### config.mk
export PLATFORM = sky130hd
export DESIGN_NAME = hazard_ctrl
export DESIGN_NICKNAME = d
export VERILOG_FILES = /design/src/rtl/hazard_ctrl.sv
export SDC_FILE = /design/constraint.sdc
export NUM_CORES = 1
export LEC_CHECK = 0
export BUFFER_PORTS_ARGS = -buffer_cell sky130_fd_sc_hd__buf_2
export CORE_UTILIZATION = 55
export DETAILED_ROUTE_END_ITERATION = 16
export PLACE_DENSITY = 0.91
export SLEW_MARGIN = 0
export SYNTH_ARGS = -nofsm -noshare
export SYNTH_HDL_FRONTEND = slang
export SYNTH_SLANG_ARGS = --single-unit
export TNS_END_PERCENT = 5
### constraint.sdc
create_clock -name clk -period 3.9 [get_ports clk]
set_input_delay 0.78 -clock clk [delete_from_list [all_inputs] [get_ports clk]]
set_output_delay 0.78 -clock clk [all_outputs]
set_load 0.01 [all_outputs]
### src/rtl/hazard_ctrl.sv
// Pipeline hazard controller: combinational stall/flush priority network plus a
// memory-wait FSM with a sticky timeout flag and stall/flush performance counters.
module hazard_ctrl #(
  parameter int unsigned MAX_WAIT = 16,
  parameter int unsigned CNT_W    = 32
) (
  input  logic             clk,
  input  logic             rst_n,
  input  logic [4:0]       Rs_D,
  input  logic [4:0]       Rt_D,
  input  logic             use_rs_D,
  input  logic             use_rt_D,
  input  logic             RegWr_E,
  input  logic             MemtoReg_E,
  input  logic [4:0]       RegWrDst_E,
  input  logic             redirect_E,
  input  logic             mem_req_M,
  input  logic             mem_ready_M,
  output logic             PC_stall,
  output logic             IF_ID_stall,
  output logic             ID_Ex_stall,
  output logic             EX_MEM_stall,
  output logic             IF_ID_flush,
  output logic             ID_Ex_flush,
  output logic             mem_timeout,
  output logic [CNT_W-1:0] stall_cnt,
  output logic [CNT_W-1:0] flush_cnt
);

  // state    | meaning
  // RUN      | no outstanding memory wait
  // WAIT_MEM | MEM stage frozen on a pending request, wcnt counts wait cycles
  // TIMEOUT  | wait exceeded MAX_WAIT cycles; freeze still honoured until ready
  typedef enum logic [1:0] {
    RUN      = 2'd0,
    WAIT_MEM = 2'd1,
    TIMEOUT  = 2'd2
  } state_t;

  localparam logic [7:0] WAIT_LAST = 8'(MAX_WAIT - 1);

  state_t           state_q;
  logic [7:0]       wcnt_q;
  logic             timeout_q;
  logic [CNT_W-1:0] stall_cnt_q, stall_cnt_d;
  logic [CNT_W-1:0] flush_cnt_q, flush_cnt_d;

  logic freeze;
  logic load_use;

  assign freeze   = mem_req_M & ~mem_ready_M;
  assign load_use = RegWr_E & MemtoReg_E & (RegWrDst_E != 5'd0) &
                    ((use_rs_D & (RegWrDst_E == Rs_D)) |
                     (use_rt_D & (RegWrDst_E == Rt_D)));

  always_comb begin
    PC_stall     = 1'b0;
    IF_ID_stall  = 1'b0;
    ID_Ex_stall  = 1'b0;
    EX_MEM_stall = 1'b0;
    IF_ID_flush  = 1'b0;
    ID_Ex_flush  = 1'b0;
    if (freeze) begin
      PC_stall     = 1'b1;
      IF_ID_stall  = 1'b1;
      ID_Ex_stall  = 1'b1;
      EX_MEM_stall = 1'b1;
    end else if (redirect_E) begin
      IF_ID_flush = 1'b1;
      ID_Ex_flush = 1'b1;
    end else if (load_use) begin
      // single bubble: hold PC and IF/ID, squash what enters EX
      PC_stall    = 1'b1;
      IF_ID_stall = 1'b1;
      ID_Ex_flush = 1'b1;
    end
  end

  always_ff @(posedge clk or negedge rst_n) begin
    if (!rst_n) begin
      state_q   <= RUN;
      wcnt_q    <= 8'd0;
      timeout_q <= 1'b0;
    end else begin
      case (state_q)
        RUN: begin
          if (freeze) begin
            state_q <= WAIT_MEM;
            wcnt_q  <= 8'd1;
          end
        end
        WAIT_MEM: begin
          if (mem_ready_M || !mem_req_M) begin
            state_q <= RUN;
            wcnt_q  <= 8'd0;
          end else if (wcnt_q == WAIT_LAST) begin
            state_q   <= TIMEOUT;
            timeout_q <= 1'b1;
          end else begin
            wcnt_q <= wcnt_q + 8'd1;
          end
        end
        TIMEOUT: begin
          if (!freeze) begin
            state_q <= RUN;
            wcnt_q  <= 8'd0;
          end
        end
        default: begin
          state_q <= RUN;
          wcnt_q  <= 8'd0;
        end
      endcase
    end
  end

  assign stall_cnt_d = PC_stall    ? stall_cnt_q + CNT_W'(1) : stall_cnt_q;
  assign flush_cnt_d = ID_Ex_flush ? flush_cnt_q + CNT_W'(1) : flush_cnt_q;

  always_ff @(posedge clk or negedge rst_n) begin
    if (!rst_n) begin
      stall_cnt_q <= '0;
      flush_cnt_q <= '0;
    end else begin
      stall_cnt_q <= stall_cnt_d;
      flush_cnt_q <= flush_cnt_d;
    end
  end

  assign mem_timeout = timeout_q;
  assign stall_cnt   = stall_cnt_q;
  assign flush_cnt   = flush_cnt_q;

endmodule

# Word level (Yosys, flattened, before mapping)
# Index checks and enable logic that the tools add are counted.
# Widths: inputs -> output; s select.
[classes]
add_sub_neg = 3
n_eq_ne = 9
muxes = 18
bitwise_logic = 9
n_reduce_logical = 7
[op_table]
columns = ["operator", "n"]
rows = [
  ["$add 32x1->32 const B", 2],
  ["$mux 8", 4],
  ["$pmux 8 s3", 1],
  ["$eq 5x5->1", 2],
  ["$reduce_and 3->1", 3],
  ["$add 8x1->8 const B", 1],
  ["$eq 8x4->1 const B", 1],
  ["$mux 1", 8],
  ["$mux 2", 4],
  ["$and 1x1->1", 6],
  ["$ne 3x3->1 const B", 2],
  ["$pmux 2 s3", 1],
  ["$reduce_bool 5->1", 1],
  ["$ne 2x2->1 const B", 2],
  ["$eq 2x1->1 const B", 1],
  ["$eq 2x2->1 const B", 1],
  ["$logic_not 2->1", 1],
  ["$not 1->1", 2],
  ["$logic_not 1->1", 1],
  ["$logic_or 1x1->1", 1],
  ["$or 1x1->1", 1],
]
[word_totals]
ff_bits = 75
inputBits = 24
wordCells = 51

# Longest topological paths before layout
# Gate-level depths: netlist of run 1.
[depth]
depth_word = 7
depth_mapped = 9
ltp_nobuf = 7

# Worst setup path before layout of run 1
# No wires, ideal clock.
[synth_timing]
path_kind = "input to output"
startpoint = "in RegWrDst_E[0]"
endpoint = "out PC_stall"
arrival_ns = 2.045
required_ns = 3.120
path_slack_ns = 1.075
path_stages = 5
cell_sequence = "or3_1 o311a_4 a31o_2 buf_6 buf_4"
[synth_via]
elab_chain_len = 7
[synth_lines]
columns = ["element", "line_no", "text"]
rows = [
  ["start, declared", "15", "input logic [4:0] RegWrDst_E,"],
  ["$eq 5x5->1 (on tied branches)", "53, 54", ""],
  ["$and 1x1->1 (on tied branches)", "53, 54", ""],
  ["$or 1x1->1", "53", "((use_rs_D & (RegWrDst_E == Rs_D)) |"],
  ["$and 1x1->1 (*)", "52", "assign load_use = RegWr_E & MemtoReg_E & (RegWrDst_E != 5'd0) &"],
  ["$mux 1 (*) (3 in a row)", "n/a", ""],
  ["end, declared", "19", "output logic PC_stall,"],
]
# Every way passes the cells marked *; elsewhere a longest branch is shown, timed or not.

# Worst setup path in the final report of run 1
[layout_timing]
startpoint = "in RegWrDst_E[0]"
endpoint = "out PC_stall"
[layout_via]
elab_chain_len = 7
[layout_lines]
columns = ["element", "line_no", "text"]
rows = [
  ["$eq 5x5->1 (on tied branches)", "53, 54", ""],
  ["$and 1x1->1 (on tied branches)", "53, 54", ""],
  ["$or 1x1->1", "53", ""],
  ["$and 1x1->1 (*)", "52", ""],
  ["$mux 1 (*)", "71", "end else if (load_use) begin"],
  ["$mux 1 (*)", "68", "end else if (redirect_E) begin"],
  ["$mux 1 (*)", "63", "if (freeze) begin"],
]
# Marked as above.

==> results.tsv, run 1 <==
stage	metric	value	unit
global_routing	gr usage total	25.4	%
global_routing	initial antenna violation count	0	
timing	Slew HR	45.4	%
cts	TritonCTS buffer count	9	
cts	post_cts resized	0	
worst_setup_path	critical path's top delay family	compound AO/OA/AOI/OAI gates	
cts	clock tree buffer depth	2	
placement	pre-CTS WS	899	ps
timing	unrepaired setup endpoints after global routing	no	
route	DRT iter0 DRCs	159	
power	leakage power	2.35	nW
timing	fin. max-slew vios	0	
route	metal2 WL	4520	µm
die	Die ar.	7340	µm²
yosys	Syn Area/Cell	10.6	µm²
finish	Fillers	505	
global_routing	vias in the first global route	3146	
power	PwrDens	434	nW/µm²
timing	max frequency	332	MHz
die	core area	6790	µm²
timing	final worst setup slack	886	ps
route	drt total wl	8750	µm
placement	DP HPWL	6220	µm
yosys	cell area after synthesis	3850	µm²
worst_setup_path	startpoint types	input pin	
cts	hold-fix buffer count after cts	0	
die	die span in y	85.7	µm
global_routing	first-pass GRT wire length	14500	µm
yosys	number of synthesized register bits	75	
worst_setup_path	Critical Path End Type	output port	
worst_setup_path	slowest cell on the critical path	or3_1	
cts	clk_lat worst skew	350	ps
finish	share of cells above drive strength 1	28.4	%
global_routing	grt total ovfl	0	
worst_setup_path	Cell Chain, Critical Path	buf_2 > or3_1 > o311a_4 > a31o_2 > buf_2	
route	DRT Pass-1 Iters	4	
timing	Fin Setup TNS	0	ps
yosys	leading area contributor after synthesis	dfrtp_1	
cts	H-Tree Depth	3	
placement	Placed Instance Area	4380	µm²
power	VDD IR max	0.000385	V
finish	fin util	68.0	%
finish	diode count	0	
worst_setup_path	crit-path max FO	15	
worst_setup_path	Most Frequent Cell on Critical Path	buf_2	
yosys	Syn Nets	390	
timing	Period minus WS final	3010	ps
finish	most frequent cells in the layout	94 x buf_2, 75 x dfrtp_1, 45 x xnor2_1	
global_routing	pin count of the biggest net entering global routing	50	
cts	Worst-path clk slew	80	ps
finish	final instance area	4620	µm²
yosys	sequential share of the synthesized area	48.8	%
finish	most common cell after layout, fill and taps aside	buf_2	
cts	CTS tree	yes	
timing	actual slew at the worst max-slew pin	812	ps
yosys	Distinct cells, synth	49	
route	drt wl/cell	15.6	µm
worst_setup_path	Buf/Inv on CP	2	
run	max-cap violation count	0	
placement	gp weighted congestion	0.795	
yosys	number of flops mapped to enable cells by yosys	0	
timing	Setup Skew	8.86	ps
timing	final setup fails	0	
cts	# clock sinks	75	
route	top routing layer used	met4	
route	Vias	3165	
yosys	synth warn	0	
route	Via density	5.65	
placement	I/O Buffers	94	
worst_setup_path	Critical Path AT	2230	ps
worst_setup_path	Req. time, crit path	3120	ps
power	Final Power	2.00	mW
finish	Area Growth Syn to Fin	20.1	%
yosys	top_reg_cell synth	dfrtp_1	
yosys	Mapped Cells	363	
yosys	fraction of registers with async set/reset	100	%
cts	post-CTS setup buffers	0	
finish	Final Net Count	486	
die	FP Rows	30	
run_status	status	completed	
timing	final hold violations	0	
route	DRT met1 WL	3540	µm
route	ANT nets after route	0	
yosys	Synth top area share	48.8	%
yosys	top post-synthesis cells by area	dfrtp_1 49%, xnor2_1 10%, xor2_1 7.1%	
cts	Root Buffer	clkbuf_8	
die	die width	85.7	µm
route	DRC viols	0	
route	met3 wire length	549	µm
worst_setup_path	Crit path largest cell delay	410	ps
worst_setup_path	crit path kind	in2out	
die	Initial Util	56.6	%
timing	period utilisation layout	77.3	%
die	Ports	95	
worst_hold_path	worst hold path type	in2async	
final cells by class:
cell class	instances	area [µm²]	share of cell area (%)
repair buffers	98	500	10.8
flip-flops and latches	75	1880	40.6
clock inverters	4	97.6	2.11
multi-input cells	269	1860	40.2
inverters	6	22.5	0.487
clock buffers	12	145	3.14
well taps	96	120	2.60
cells in the mapped netlist (2+ instances only):
cell type and number:
a21oi_1 4, and2_1 2, and3_1 15, buf_2 2
buf_4 4, buf_6 3, clkbuf_1 3, dfrtp_1 75
ha_1 3, inv_1 5, mux2_2 2, nand2_1 30
nand2b_1 4, nand3_1 21, nand3_2 3, nand3b_1 2
nand4_1 20, nand4_2 4, nor2_1 19, nor2b_1 3
nor3_1 20, nor4_1 4, nor4_2 5, o21ai_0 9
o22a_1 3, xnor2_1 45, xor2_1 31
power breakdown:
| group | switching (mW) | internal, mW |
|---|---|---|
| clock network | 0.285 | 0.443 |
| registers | 0.0884 | 0.846 |
| logic | 0.195 | 0.147 |
metrics by stage:
stage | instances | hold WS [ps]
after floorplan | 363 | 484
after global placement | 544 | 441
after detailed placement | 544 | 445
after CTS | 560 | 440
after global routing | 560 | 458
final | 560 | 427
kinds of logic after synthesis:
group                      synth area share (%)
and+or+nand+nor                            23.2
muxes                                     0.845
buffers and inverters                      2.89
adders and majority gates                 0.975
xor gates and xnor gates                   17.3
AOI/OAI and AO/OA                          6.01
DFF                                        48.8
path summary, 6_finish.rpt:
path / startpoint / slack [ps] / depth (start not counted) / to
worst max-delay path: RegWrDst_E[0] / 890 / 5 / PC_stall
worst min-delay path: rst_n / 430 / 1 / stall_cnt[31]
worst max register to register: wcnt_q[0] / 1740 / 7 / wcnt_q[3]
worst min register to register: mem_timeout / 460 / 1 / mem_timeout
max in group asynchronous: rst_n / 2430 / 2 / flush_cnt[12]
min in group clk: mem_timeout / 460 / 1 / mem_timeout
per-layer routing:
layer	vias up	global-route usage, %
li1	1463	-
met1	1559	29.5
met2	130	44.5
met3	13	7.03
met4	0	10.3
met5	-	0
flip-flops by register name, summed over array words and instances (netlist names):
register,flops
stall_cnt,32
flush_cnt,32
wcnt_q,8
state_q,2
mem_timeout,1
Note: power is estimated with default switching activity, not from simulation.
==> inputs of run 2 (changes only) <==
--- a/config.mk
+++ b/config.mk
@@ -6,9 +6,9 @@
 export NUM_CORES = 1
 export LEC_CHECK = 0
 export BUFFER_PORTS_ARGS = -buffer_cell sky130_fd_sc_hd__buf_2
-export CORE_UTILIZATION = 55
+export CORE_UTILIZATION = 53
 export DETAILED_ROUTE_END_ITERATION = 16
-export PLACE_DENSITY = 0.91
+export PLACE_DENSITY = 0.88
 export SLEW_MARGIN = 0
 export SYNTH_ARGS = -nofsm -noshare
 export SYNTH_HDL_FRONTEND = slang
==> constraint.sdc (replaced) <==
create_clock -name clk -period 2.8 [get_ports clk]
set_input_delay 0.56 -clock clk [delete_from_list [all_inputs] [get_ports clk]]
set_output_delay 0.56 -clock clk [all_outputs]
set_load 0.01 [all_outputs]
==> run 2 against run 1 <==
  * Die area increased by 3.7%
  * Design area increased by 0.81%
  * Non-clock buffer count increased by 5
  * Cell count increased by 0.71%
  * Clock-buffer cell count decreased by 2
  * Combinational power increased by 38%
  * Clock skew decreased by 1.0 ps
  * Sequential share of layout area decreased by 0.33 points
  * Critical path type unchanged
==> results.tsv, run 2 (synthesized netlist as in run 1, its figures left out) <==
stage	metric	value	unit
run_status	status	completed	
worst_setup_path	crit path kind	in2out	
global_routing	pin count of the biggest net entering global routing	39	
finish	share of cells above drive strength 1	29.3	%
placement	placed cells	549	
die	core area	6910	µm²
worst_setup_path	crit-path max FO	15	
power	VDD IR max	0.000454	V
timing	unrepaired setup endpoints after global routing	no	
timing	Hold Worst Slack	328	ps
cts	hold-fix buffer count after cts	0	
global_routing	grt total ovfl	0	
timing	period utilisation layout	90.2	%
placement	I/O Buffers	94	
route	DRC viols	0	
cts	Worst-path clk slew	80	ps
power	PwrDens	588	nW/µm²
route	Vias	3117	
timing	final setup fails	0	
route	drt total wl	8480	µm
worst_setup_path	Critical Path End Type	output port	
power	Reg power frac	47.2	%
timing	Slew HR	42.3	%
route	Via density	5.53	
finish	most frequent cells in the layout	94 x buf_2, 75 x dfrtp_1, 45 x xnor2_1	
finish	most common cell after layout, fill and taps aside	buf_2	
cts	post-CTS setup buffers	0	
timing	actual slew at the worst max-slew pin	866	ps
finish	Final Net Count	491	
timing	final hold violations	0	
placement	gp weighted congestion	0.808	
power	Sw Pwr	0.767	mW
timing	Setup Skew	7.86	ps
timing	max frequency	396	MHz
worst_setup_path	startpoint types	input pin	
worst_setup_path	Critical Path AT	1970	ps
worst_setup_path	flop-to-flop setup slack	780	ps
power	internal power	1.97	mW
placement	DP HPWL	6050	µm
cts	TritonCTS buffer count	9	
worst_setup_path	Req. time, crit path	2240	ps
worst_setup_path	worst reg2reg path depth	7	
global_routing	gr usage total	24.1	%
power	Net Sw Frac	28.0	%
power	Comb power frac	17.2	%
route	ANT nets after route	0	
route	DRT iter0 DRCs	153	
cts	clk_lat worst skew	340	ps
cts	clock tree buffer depth	2	
timing	Fin Setup TNS	0	ps
power	leakage power	2.38	nW
timing	fin. max-slew vios	0	
die	Initial Util	55.7	%
die	die span in y	87.2	µm
die	Die ar.	7610	µm²
route	drt wl/cell	15.0	µm
power	part of the power in the clock network	35.6	%
cts	post_cts resized	0	
worst_setup_path	reg2reg end	flush_cnt[30]	
run	max-cap violation count	0	
cts	H-Tree Depth	3	
cts	Root Buffer	clkbuf_8	
finish	Area Growth Syn to Fin	21.1	%
finish	Fillers	564	
worst_hold_path	worst hold path type	in2async	
route	DRT Pass-1 Iters	4	
finish	diode count	0	
cts	# clock sinks	75	
cts	CTS tree	yes	
global_routing	vias in the first global route	3157	
die	die width	87.2	µm
global_routing	initial antenna violation count	0	
die	FP Rows	30	
timing	Period minus WS final	2530	ps
worst_setup_path	RR Startpoint	flush_cnt[0]	
die	Ports	95	
global_routing	first-pass GRT wire length	14400	µm
finish	Final Non-Filler Cells	564	
run 2: how the worst max path moves through the flow:
stage                             start     endpoint  slack [ps]
after global routing      RegWrDst_E[0]     PC_stall         240
final                     RegWrDst_E[0]     PC_stall         270
after detailed placement  RegWrDst_E[0]     PC_stall         270
after global placement    RegWrDst_E[0]  IF_ID_stall         290
after floorplan           RegWrDst_E[0]     PC_stall         410
after CTS                 RegWrDst_E[0]     PC_stall         270
run 2: final cells by class:
| type | instances | area, µm² | area share [%] |
|---|---|---|---|
| well taps | 96 | 120 | 2.58 |
| multi-input cells | 269 | 1860 | 39.9 |
| flip-flops and latches | 75 | 1880 | 40.3 |
| repair buffers | 103 | 551 | 11.8 |
| clock buffers | 10 | 128 | 2.74 |
| inverters | 6 | 22.5 | 0.483 |
| clock inverters | 5 | 103 | 2.20 |
run 2: power groups by stage:
| stage | Combinational, mW | Sequential (mW) | Clock, mW |
|---|---|---|---|
| 3_3_place_gp | 0.458 | 1.31 | 0 |
| 5_1_grt | 0.526 | 1.31 | 1.05 |
| 6_report | 0.471 | 1.29 | 0.977 |
| 3_5_place_dp | 0.473 | 1.31 | 0 |
| 2_1_floorplan | 0.244 | 1.34 | 0 |
| 4_1_cts | 0.476 | 1.29 | 0.998 |
run 2: worst max-delay path: stages:
cell and delay [ps]:
buf_2 120, or3_1 380, o311a_4 340, a31o_2 370, buf_2 190
run 2: per-stage QoR:
stage	utilization [%]	setup slack, ps	total power, mW	cell area (µm²)
5_1_grt	67.5	239	2.88	4660
4_1_cts	67.5	272	2.77	4660
3_3_place_gp	64.1	290	1.77	4430
2_1_floorplan	-	415	1.59	3850
6_report	67.5	274	2.74	4660
3_5_place_dp	64.1	269	1.78	4430
run 2: per-layer routing:
layer / share of wire [%] / routed length [µm] / track usage, %
met1: 43 / 3650 / 29.3
met2: 50 / 4270 / 41.7
met3: 5.7 / 481 / 6.73
met4: 0.91 / 77 / 7.60
met5: 0 / 0 / 0
